--- src/rtl/output_mixer_pkg.sv ---
// Shared constants and types for the output mixer.
//   MIXER_GAIN_WIDTH / MIXER_GAIN_FRAC : default gain word format (unsigned Q2.6)
//   MIXER_UNITY_GAIN                  : gain code that passes a channel unchanged
//   mixer_state_t                     : sequencer states of the shared MAC
package output_mixer_pkg;

    localparam int MIXER_GAIN_WIDTH = 8;
    localparam int MIXER_GAIN_FRAC  = 6;
    localparam int MIXER_UNITY_GAIN = 2 ** MIXER_GAIN_FRAC;

    typedef enum logic [1:0] {
        IDLE   = 2'd0,
        ACCUM  = 2'd1,
        FINISH = 2'd2
    } mixer_state_t;

endpackage

--- src/rtl/mixer_saturate.sv ---
// Drops the gain fraction from a wide accumulator and clamps to the output range.
//   acc     : signed accumulator value (ACC_WIDTH bits)
//   sat     : acc >>> SHIFT, clamped to signed OUT_WIDTH
//   clipped : high when the clamp actually changed the value
// Purely combinational. Assumes ACC_WIDTH - SHIFT >= OUT_WIDTH.
module mixer_saturate #(
    parameter int ACC_WIDTH = 28,
    parameter int SHIFT     = 6,
    parameter int OUT_WIDTH = 16
) (
    input  logic signed [ACC_WIDTH-1:0] acc,
    output logic signed [OUT_WIDTH-1:0] sat,
    output logic                        clipped
);

    logic signed [ACC_WIDTH-1:0]         scaled;
    logic        [ACC_WIDTH-OUT_WIDTH:0] high_bits;
    logic                                in_range;

    // Arithmetic shift rounds toward minus infinity, which is the intended floor.
    assign scaled    = acc >>> SHIFT;
    // The value fits when every bit from the output sign bit upward is a sign copy.
    assign high_bits = scaled[ACC_WIDTH-1:OUT_WIDTH-1];
    assign in_range  = (&high_bits) | ~(|high_bits);
    assign clipped   = ~in_range;

    always_comb begin
        if (in_range) begin
            sat = scaled[OUT_WIDTH-1:0];
        end else if (scaled[ACC_WIDTH-1]) begin
            sat = {1'b1, {(OUT_WIDTH-1){1'b0}}};
        end else begin
            sat = {1'b0, {(OUT_WIDTH-1){1'b1}}};
        end
    end

endmodule

--- src/rtl/output_mixer.sv ---
// Stereo output mixer: one shared multiply-accumulate walks the channels once
// per sample_clk_en, then both sums are scaled down by the gain fraction and
// saturated to OUT_WIDTH.
//   clk, reset              : system clock, synchronous active-high reset
//   sample_clk_en           : strobe that snapshots the inputs and starts a mix
//   channel_in / gain       : per-channel signed sample and unsigned gain
//   route_l / route_r       : per-channel left/right enables
//   status_clr              : clears clip_l, clip_r and overrun
//   sample_l / sample_r     : mixed outputs, held until the next mix completes
//   sample_valid            : one-cycle pulse when sample_l/sample_r update
//   busy                    : mix in progress
//   clip_l / clip_r/overrun : sticky status for the host
module output_mixer
    import output_mixer_pkg::*;
#(
    parameter int NUM_CHANNELS = 4,
    parameter int IN_WIDTH     = 16,
    parameter int OUT_WIDTH    = 16,
    parameter int GAIN_WIDTH   = MIXER_GAIN_WIDTH,
    parameter int GAIN_FRAC    = MIXER_GAIN_FRAC
) (
    input  logic                        clk,
    input  logic                        reset,
    input  logic                        sample_clk_en,
    input  logic signed [IN_WIDTH-1:0]  channel_in [NUM_CHANNELS],
    input  logic [GAIN_WIDTH-1:0]       gain       [NUM_CHANNELS],
    input  logic [NUM_CHANNELS-1:0]     route_l,
    input  logic [NUM_CHANNELS-1:0]     route_r,
    input  logic                        status_clr,
    output logic signed [OUT_WIDTH-1:0] sample_l,
    output logic signed [OUT_WIDTH-1:0] sample_r,
    output logic                        sample_valid,
    output logic                        busy,
    output logic                        clip_l,
    output logic                        clip_r,
    output logic                        overrun
);

    localparam int PROD_WIDTH = IN_WIDTH + GAIN_WIDTH + 1;
    // Headroom for NUM_CHANNELS full-scale products so the sum cannot wrap.
    localparam int ACC_WIDTH  = PROD_WIDTH + $clog2(NUM_CHANNELS + 1);
    localparam int IDX_WIDTH  = (NUM_CHANNELS > 1) ? $clog2(NUM_CHANNELS) : 1;
    localparam logic [IDX_WIDTH-1:0] LAST_IDX = IDX_WIDTH'(NUM_CHANNELS - 1);

    mixer_state_t state_q, state_d;

    logic signed [IN_WIDTH-1:0]   snap_in      [NUM_CHANNELS];
    logic [GAIN_WIDTH-1:0]        snap_gain    [NUM_CHANNELS];
    logic [NUM_CHANNELS-1:0]      snap_route_l;
    logic [NUM_CHANNELS-1:0]      snap_route_r;

    logic [IDX_WIDTH-1:0]         idx_q;
    logic signed [ACC_WIDTH-1:0]  acc_l_q, acc_r_q;
    logic signed [PROD_WIDTH-1:0] prod;

    logic                         load, acc_en, finish;
    logic signed [OUT_WIDTH-1:0]  sat_l, sat_r;
    logic                         clipped_l, clipped_r;
    logic                         overrun_set;

    // ---------------------------------------------------------------- FSM
    always_ff @(posedge clk) begin
        if (reset) begin
            state_q <= IDLE;
        end else begin
            state_q <= state_d;
        end
    end

    // NOTE: every combinational output gets a default first so no path leaves
    // a signal unassigned, which would otherwise infer a latch.
    always_comb begin
        state_d = state_q;
        load    = 1'b0;
        acc_en  = 1'b0;
        finish  = 1'b0;
        unique case (state_q)
            IDLE: begin
                if (sample_clk_en) begin
                    load    = 1'b1;
                    state_d = ACCUM;
                end
            end
            ACCUM: begin
                acc_en = 1'b1;
                if (idx_q == LAST_IDX) begin
                    state_d = FINISH;
                end
            end
            FINISH: begin
                finish  = 1'b1;
                state_d = IDLE;
            end
            default: state_d = IDLE;
        endcase
    end

    assign busy = (state_q != IDLE);
    // A strobe during FINISH also counts: that mix has not yet returned to IDLE.
    assign overrun_set = sample_clk_en && (state_q != IDLE);

    // ----------------------------------------------------------- snapshot
    // NOTE: the snapshot is deliberately left out of reset; it is always
    // reloaded before use, so resetting it would only add reset fan-out.
    always_ff @(posedge clk) begin
        if (load) begin
            snap_in      <= channel_in;
            snap_gain    <= gain;
            snap_route_l <= route_l;
            snap_route_r <= route_r;
        end
    end

    // Zero-extend the gain before the signed multiply so codes >= 128 stay positive.
    assign prod = PROD_WIDTH'(snap_in[idx_q]) *
                  PROD_WIDTH'($signed({1'b0, snap_gain[idx_q]}));

    // ----------------------------------------------------------- datapath
    // NOTE: sequential state uses non-blocking assignments so every register
    // samples the pre-edge values regardless of statement order.
    always_ff @(posedge clk) begin
        if (reset) begin
            idx_q        <= '0;
            acc_l_q      <= '0;
            acc_r_q      <= '0;
            sample_l     <= '0;
            sample_r     <= '0;
            sample_valid <= 1'b0;
            clip_l       <= 1'b0;
            clip_r       <= 1'b0;
            overrun      <= 1'b0;
        end else begin
            sample_valid <= finish;

            if (load) begin
                idx_q   <= '0;
                acc_l_q <= '0;
                acc_r_q <= '0;
            end else if (acc_en) begin
                if (snap_route_l[idx_q]) acc_l_q <= acc_l_q + ACC_WIDTH'(prod);
                if (snap_route_r[idx_q]) acc_r_q <= acc_r_q + ACC_WIDTH'(prod);
                idx_q <= (idx_q == LAST_IDX) ? '0 : idx_q + 1'b1;
            end

            if (finish) begin
                sample_l <= sat_l;
                sample_r <= sat_r;
            end

            // Sticky bits: a set in the same cycle as a clear wins.
            if (finish && clipped_l) clip_l <= 1'b1;
            else if (status_clr)     clip_l <= 1'b0;

            if (finish && clipped_r) clip_r <= 1'b1;
            else if (status_clr)     clip_r <= 1'b0;

            if (overrun_set)         overrun <= 1'b1;
            else if (status_clr)     overrun <= 1'b0;
        end
    end

    mixer_saturate #(
        .ACC_WIDTH (ACC_WIDTH),
        .SHIFT     (GAIN_FRAC),
        .OUT_WIDTH (OUT_WIDTH)
    ) u_sat_l (
        .acc     (acc_l_q),
        .sat     (sat_l),
        .clipped (clipped_l)
    );

    mixer_saturate #(
        .ACC_WIDTH (ACC_WIDTH),
        .SHIFT     (GAIN_FRAC),
        .OUT_WIDTH (OUT_WIDTH)
    ) u_sat_r (
        .acc     (acc_r_q),
        .sat     (sat_r),
        .clipped (clipped_r)
    );

endmodule

--- config.mk ---
export PLATFORM = sky130hd
export DESIGN_NAME = output_mixer
export DESIGN_NICKNAME = d
export VERILOG_FILES = /design/src/rtl/output_mixer_pkg.sv /design/src/rtl/mixer_saturate.sv /design/src/rtl/output_mixer.sv
export SDC_FILE = /design/constraint.sdc
export NUM_CORES = 1
export LEC_CHECK = 0
export BUFFER_PORTS_ARGS = -buffer_cell sky130_fd_sc_hd__buf_2
export CAP_MARGIN = 5
export CORE_ASPECT_RATIO = 0.8
export CORE_MARGIN = 2
export CORE_UTILIZATION = 55
export CTS_CLUSTER_DIAMETER = 200
export DETAILED_ROUTE_END_ITERATION = 12
export HOLD_SLACK_MARGIN = 0.06
export PLACE_DENSITY = 0.85
export SYNTH_ARGS = -nofsm -noshare
export SYNTH_HDL_FRONTEND = slang
export SYNTH_HIERARCHICAL = 1
export SYNTH_SLANG_ARGS = --single-unit
--- constraint.sdc ---
create_clock -name clk -period 8.2 [get_ports clk]
set_input_delay 0.82 -clock clk [delete_from_list [all_inputs] [get_ports clk]]
set_output_delay 0.82 -clock clk [all_outputs]
set_load 0.05 [all_outputs]
**Word level (Yosys, flattened, before mapping)**

Index checks and enable logic that the tools add are counted.

- Register bits: 200
- Bits of input ports: 108
- Output and inout port bits: 37
- Word-level logic and storage cells: 80

- Add/subtract/negate cells: 3
- Multiply operators: 1
- Order comparisons: 2
- Equal/unequal tests: 5
- Mux-type cells: 26
- Bitwise operators: 7
- Reduce and logical (&&, ||, !) cells: 16

Operators with widths:

| cell | number |
|---|---|
| two-way mux 16 bit | 6 |
| adder 28 x 25 -> 28 bit | 2 |
| binary-select mux 16 bit (select 2 bit) | 1 |
| multiplier 16 x 9 -> 25 bit | 1 |
| binary-select mux 8 bit (select 2 bit) | 1 |
| two-way mux 8 bit | 2 |
| AND reduction 7 bit | 2 |
| OR reduction 7 bit | 2 |
| two-way mux 1 bit | 10 |
| nonzero test 2 bit | 4 |
| two-way mux 2 bit | 3 |
| AND reduction 2 bit | 3 |
| binary-select mux 1 bit (select 2 bit) | 2 |
| == test 2 bit (second input constant) | 2 |
| inequality test 2 bit (second input constant) | 2 |
| NOT 1 bit | 4 |
| one-hot mux 2 bit (2 select lines) | 1 |
| greater-or-equal comparator 3 bit (second input constant) | 1 |
| logical AND 1 bit | 3 |
| less-than comparator 2 x 3 -> 1 bit (second input constant) | 1 |
| NOT 2 -> 3 bit | 1 |
| adder 2 x 1 -> 2 bit (second input constant) | 1 |
| == test 2 x 1 -> 1 bit (second input constant) | 1 |
| zero test 2 bit | 1 |
| other kinds (2) | 3 |

**Depth between registers and ports, before layout**

- Depth in word-level cells: 6
- Gate-level depth with buffers: 35
- Gate-level depth less buffers: 31

**Cells and area by module**

Netlist, hierarchy kept.

By module, submodules not included:

| module | times used | cells each | area an instance (um^2) | seq. area each (um^2) |
|---|---|---|---|---|
| output_mixer | 1 | 1446 | 14243.7 | 5044.8 |
| mixer_saturate | 2 | 46 | 345.3 | 0.0 |

**Worst setup path after synthesis**

OpenSTA, ideal clock, no wires.

- Path kind: register -> register
- Start point: register idx_q[0]
- End point: register acc_l_q[27]
- Library setup time: 0.070 ns
- Arrival: 8.161 ns
- Required time: 8.130 ns
- Setup slack: -0.031 ns
- Cell stages (with the launch flop): 33
- Path buffers: 3
- Clock period less this slack: 8.231 ns
- Cell sequence: dfxtp_1 -> clkbuf_1 -> buf_1 -> mux4_2 -> clkbuf_1 -> nand2_1 -> fa_1 -> inv_1 -> fa_1 -> fa_1 -> inv_1 -> fa_1 -> inv_1 -> ha_1 -> a21oi_1 -> nor2b_1 -> a311oi_4 -> a21oi_2 -> a221o_2 -> o21ai_0 -> nor2b_1 -> xnor2_1 -> ha_1 -> o21ai_0 -> a21oi_1 -> nand3_1 -> a211oi_1 -> nor2_1 -> a211oi_1 -> a211oi_1 -> xnor3_1 -> or3_1 -> a21oi_1

- Longest elaborated chain between the ends: 6
- Elaborated cells between the ends (all ways): 12
- Those cells by class: 1 x add/sub; 1 x mul; 8 x mux; 1 x bitwise; 1 x reduce/logical

RTL lines:

| item | line | RTL |
|---|---|---|
| from (decl) | output_mixer.sv:52 | `logic [IDX_WIDTH-1:0] idx_q;` |
| from (signal assigned) | output_mixer.sv:142 | `idx_q <= (idx_q == LAST_IDX) ? '0 : idx_q + 1'b1;` |
| NOT 2 -> 3 bit (implied by the code) | output_mixer.sv:115, output_mixer.sv:116 |  |
| binary-select mux 16 bit (select 2 bit) / binary-select mux 8 bit (select 2 bit) (equally long branches) | output_mixer.sv:115, output_mixer.sv:116 |  |
| two-way mux 16 bit (implied by the code) / two-way mux 8 bit (equally long branches) (2 in a row) | output_mixer.sv:115, output_mixer.sv:116 |  |
| multiplier 16 x 9 -> 25 bit | output_mixer.sv:115 | `assign prod = PROD_WIDTH'(snap_in[idx_q]) *` |
| adder 28 x 25 -> 28 bit | output_mixer.sv:140 | `if (snap_route_l[idx_q]) acc_l_q <= acc_l_q + ACC_WIDTH'(prod);` |
| to (signal assigned) | output_mixer.sv:140 |  |
| to (decl) | output_mixer.sv:53 | `logic signed [ACC_WIDTH-1:0] acc_l_q, acc_r_q;` |

Parallel ways exist; a longest one is shown, timed or not. The select of a mux whose other input is x is not followed.
A chain may end at the register's enable or synchronous reset.

**Worst setup path after layout**

Same ends and word-level chain as after synthesis.

==> metrics <==
DR iter-0 viols 1054; Total Wirelength 35100 um; status complete, no violations; Yosys reg bits 200; pin count of the biggest net entering global routing 89; Cell variety after synth 65; DP HPWL 26500 um; IO Pins 145; Max FO, Critical Path 33; WL/cell 17.3 um; synth warn 6; critical path's slowest cell mux4_2; number of antenna violations at the first check in global routing 0; total CTS buffers 17; Initial Util 56.4%; CP bufs+invs 3; hold slack final 0.453 ns; Root Driver clkbuf_16; area added between synthesis and finish 11.4%; total number of vias 11800; MaxCap Viol Count 0; layout cell share with drive strength beyond 1 15.3%; Post-Syn Instances 1538; Setup crit end kind flop; core area 26500 um^2; IO Port Bufs 144; slew margin rel. 22.2%; Startpoint Class flop; Routed Antenna Nets 0; htree depth 4; Max clock buf depth 2; Synth Area per Inst 9.71 um^2; Post-Synth Simple-Gate Area 16.2%; GRT Util Overall 25.1%; Arrival @ worst endpoint 8.27 ns; std cell rows 53; Mapped Nets 1857; DRC 0; vias per cell 5.81; Final min period 7.88 ns; Seq/Total Area, Yosys 33.8%; Post-Synth XOR/XNOR Area 3.49%; Worst-path clk slew 0.08 ns; main combinational cell family by area after synthesis adder cells; slowest stage delay, CP 0.67 ns; cell family with most CP delay adder cells; TritonRoute pass-1 iters 8; Die Span X 188 um; clk_lat worst skew 0.46 ns; cell repeated most along the worst path fa_1; Worst-Margin Slew 1.17 ns; Final Util 62.9%; WS Path Type flop to flop; Post-synth ARST share 0%; CTS Sinks 200; Die ar. 28500 um^2; Fmax achieved 127 MHz; RD Place Congestion 0.960; Synth Cell Area 14900 um^2; Setup TNS 0 ns; post-synthesis mux area share 3.95%; die height 151 um; Post-CTS Hold Fix Bufs 0; Finish-stage setup viols 0; R2R setup slack 0.32 ns; hold crit path type flop to flop; adder and majority gate portion of the synthesized area 22.9%; Worst Clk Skew 0.0156 ns; Hold Vio Cnt, Final 0; EDFF count, synth 104; Diodes inserted 0; first-pass GRT wire length 57000 um; post-synthesis compound-gate area fraction 13.4%; Final Net Count 1977; GR Overflow Total 0; prevailing post-synth register cell edfxtp_1; period utilization 96.1%; Worst Path Required 8.58 ns; CTS tree built; Final Max Slew Viols 0; vias in the first global route 11400
## through the flow
stage	setup slack (ns)	cell area, um^2	instances
finish	0.316	16600	2028
global route	-0.0290	16600	2028
CTS	0.0956	16500	2019
detailed placement	0.124	15900	1987
global placement	0.447	15900	1987
floorplan	0.207	14900	1538
## path summary, 6_finish.rpt
path               start     endpoint  depth (start not counted)
min          sample_l[7]  sample_l[7]                          2
min reg2reg  sample_l[7]  sample_l[7]                          2
max             idx_q[0]  acc_l_q[27]                         28
max reg2reg     idx_q[0]  acc_l_q[27]                         28
## cell families after synthesis
family,after synthesis
DFF,200
muxes,29
and+or+nand+nor,501
AOI/OAI and AO/OA,308
adders and majority gates,211
xor gates and xnor gates,58
buffers and inverters,231
## timing repair
action                                  4_1_cts  5_1_grt
hold endpoints to repair                      0        0
setup buffers                                 0        9
gates resized for setup                       0        7
endpoints found under the setup margin        0        6
## synthesized netlist by cell type, drive strengths merged, types with 31 or more instances
cell type  number  area [um^2]
nor2           70          263
dfxtp          96         1920
inv           164          616
fa            104         2080
xnor2          35          307
edfxtp        104         3120
ha            107         1340
clkbuf         44          165
nand4          36          225
a2bb2oi        31          297
nand2         215          812
and2           77          482
o21ai          42          210
a21oi         129          649
## flip-flops by register name, summed over array words and instances (netlist names), 2 cells and up
name and count:
acc_l_q 28, acc_r_q 28, idx_q 2, sample_l 16, sample_r 16, snap_gain 32
snap_in 64, snap_route_l 4, snap_route_r 4, state_q 2
## metal layers
metal  GRT usage (%)  routed length, um
met1            34.7              15200
met2            40.5              16500
met3            4.24               2630
met4            8.31                760
met5               0                  0
## worst min-delay path, stage by stage, from the launching register on
cell and delay, ns:
dfxtp_1 0.31, nand2_1 0.05, a21oi_1 0.05
## cells in the final DEF (no fill, tap or decap), types with 8 or more instances in the layout
cell type,count
nor2_1,69
nand2_1,213
or3_1,8
and2_1,76
a31oi_1,8
ha_1,107
fa_1,104
o21ai_0,39
buf_4,23
a2bb2oi_1,27
o21a_1,9
nand4_1,36
xnor2_1,34
dfxtp_1,94
nor3_1,19
xor2_1,22
a211oi_1,22
o211ai_1,10
a21oi_1,127
buf_2,144
nand3_1,24
nor2b_1,11
edfxtp_1,104
clkbuf_16,17
inv_1,164
mux4_2,24
a21o_1,22
nand2b_1,11
## cell type report
type / count / area, um^2
inverter: 164 / 616
clock buffer: 17 / 425
clock inverter: 15 / 184
sequential: 200 / 5050
timing repair buffer: 168 / 913
multi-input combinational: 1107 / 9000
tap: 357 / 447
fill: 2064 / 9820
Power is left out: the tool's default activity adds up to more than one toggle a clock period on the data nets, which glitch-free logic cannot reach.
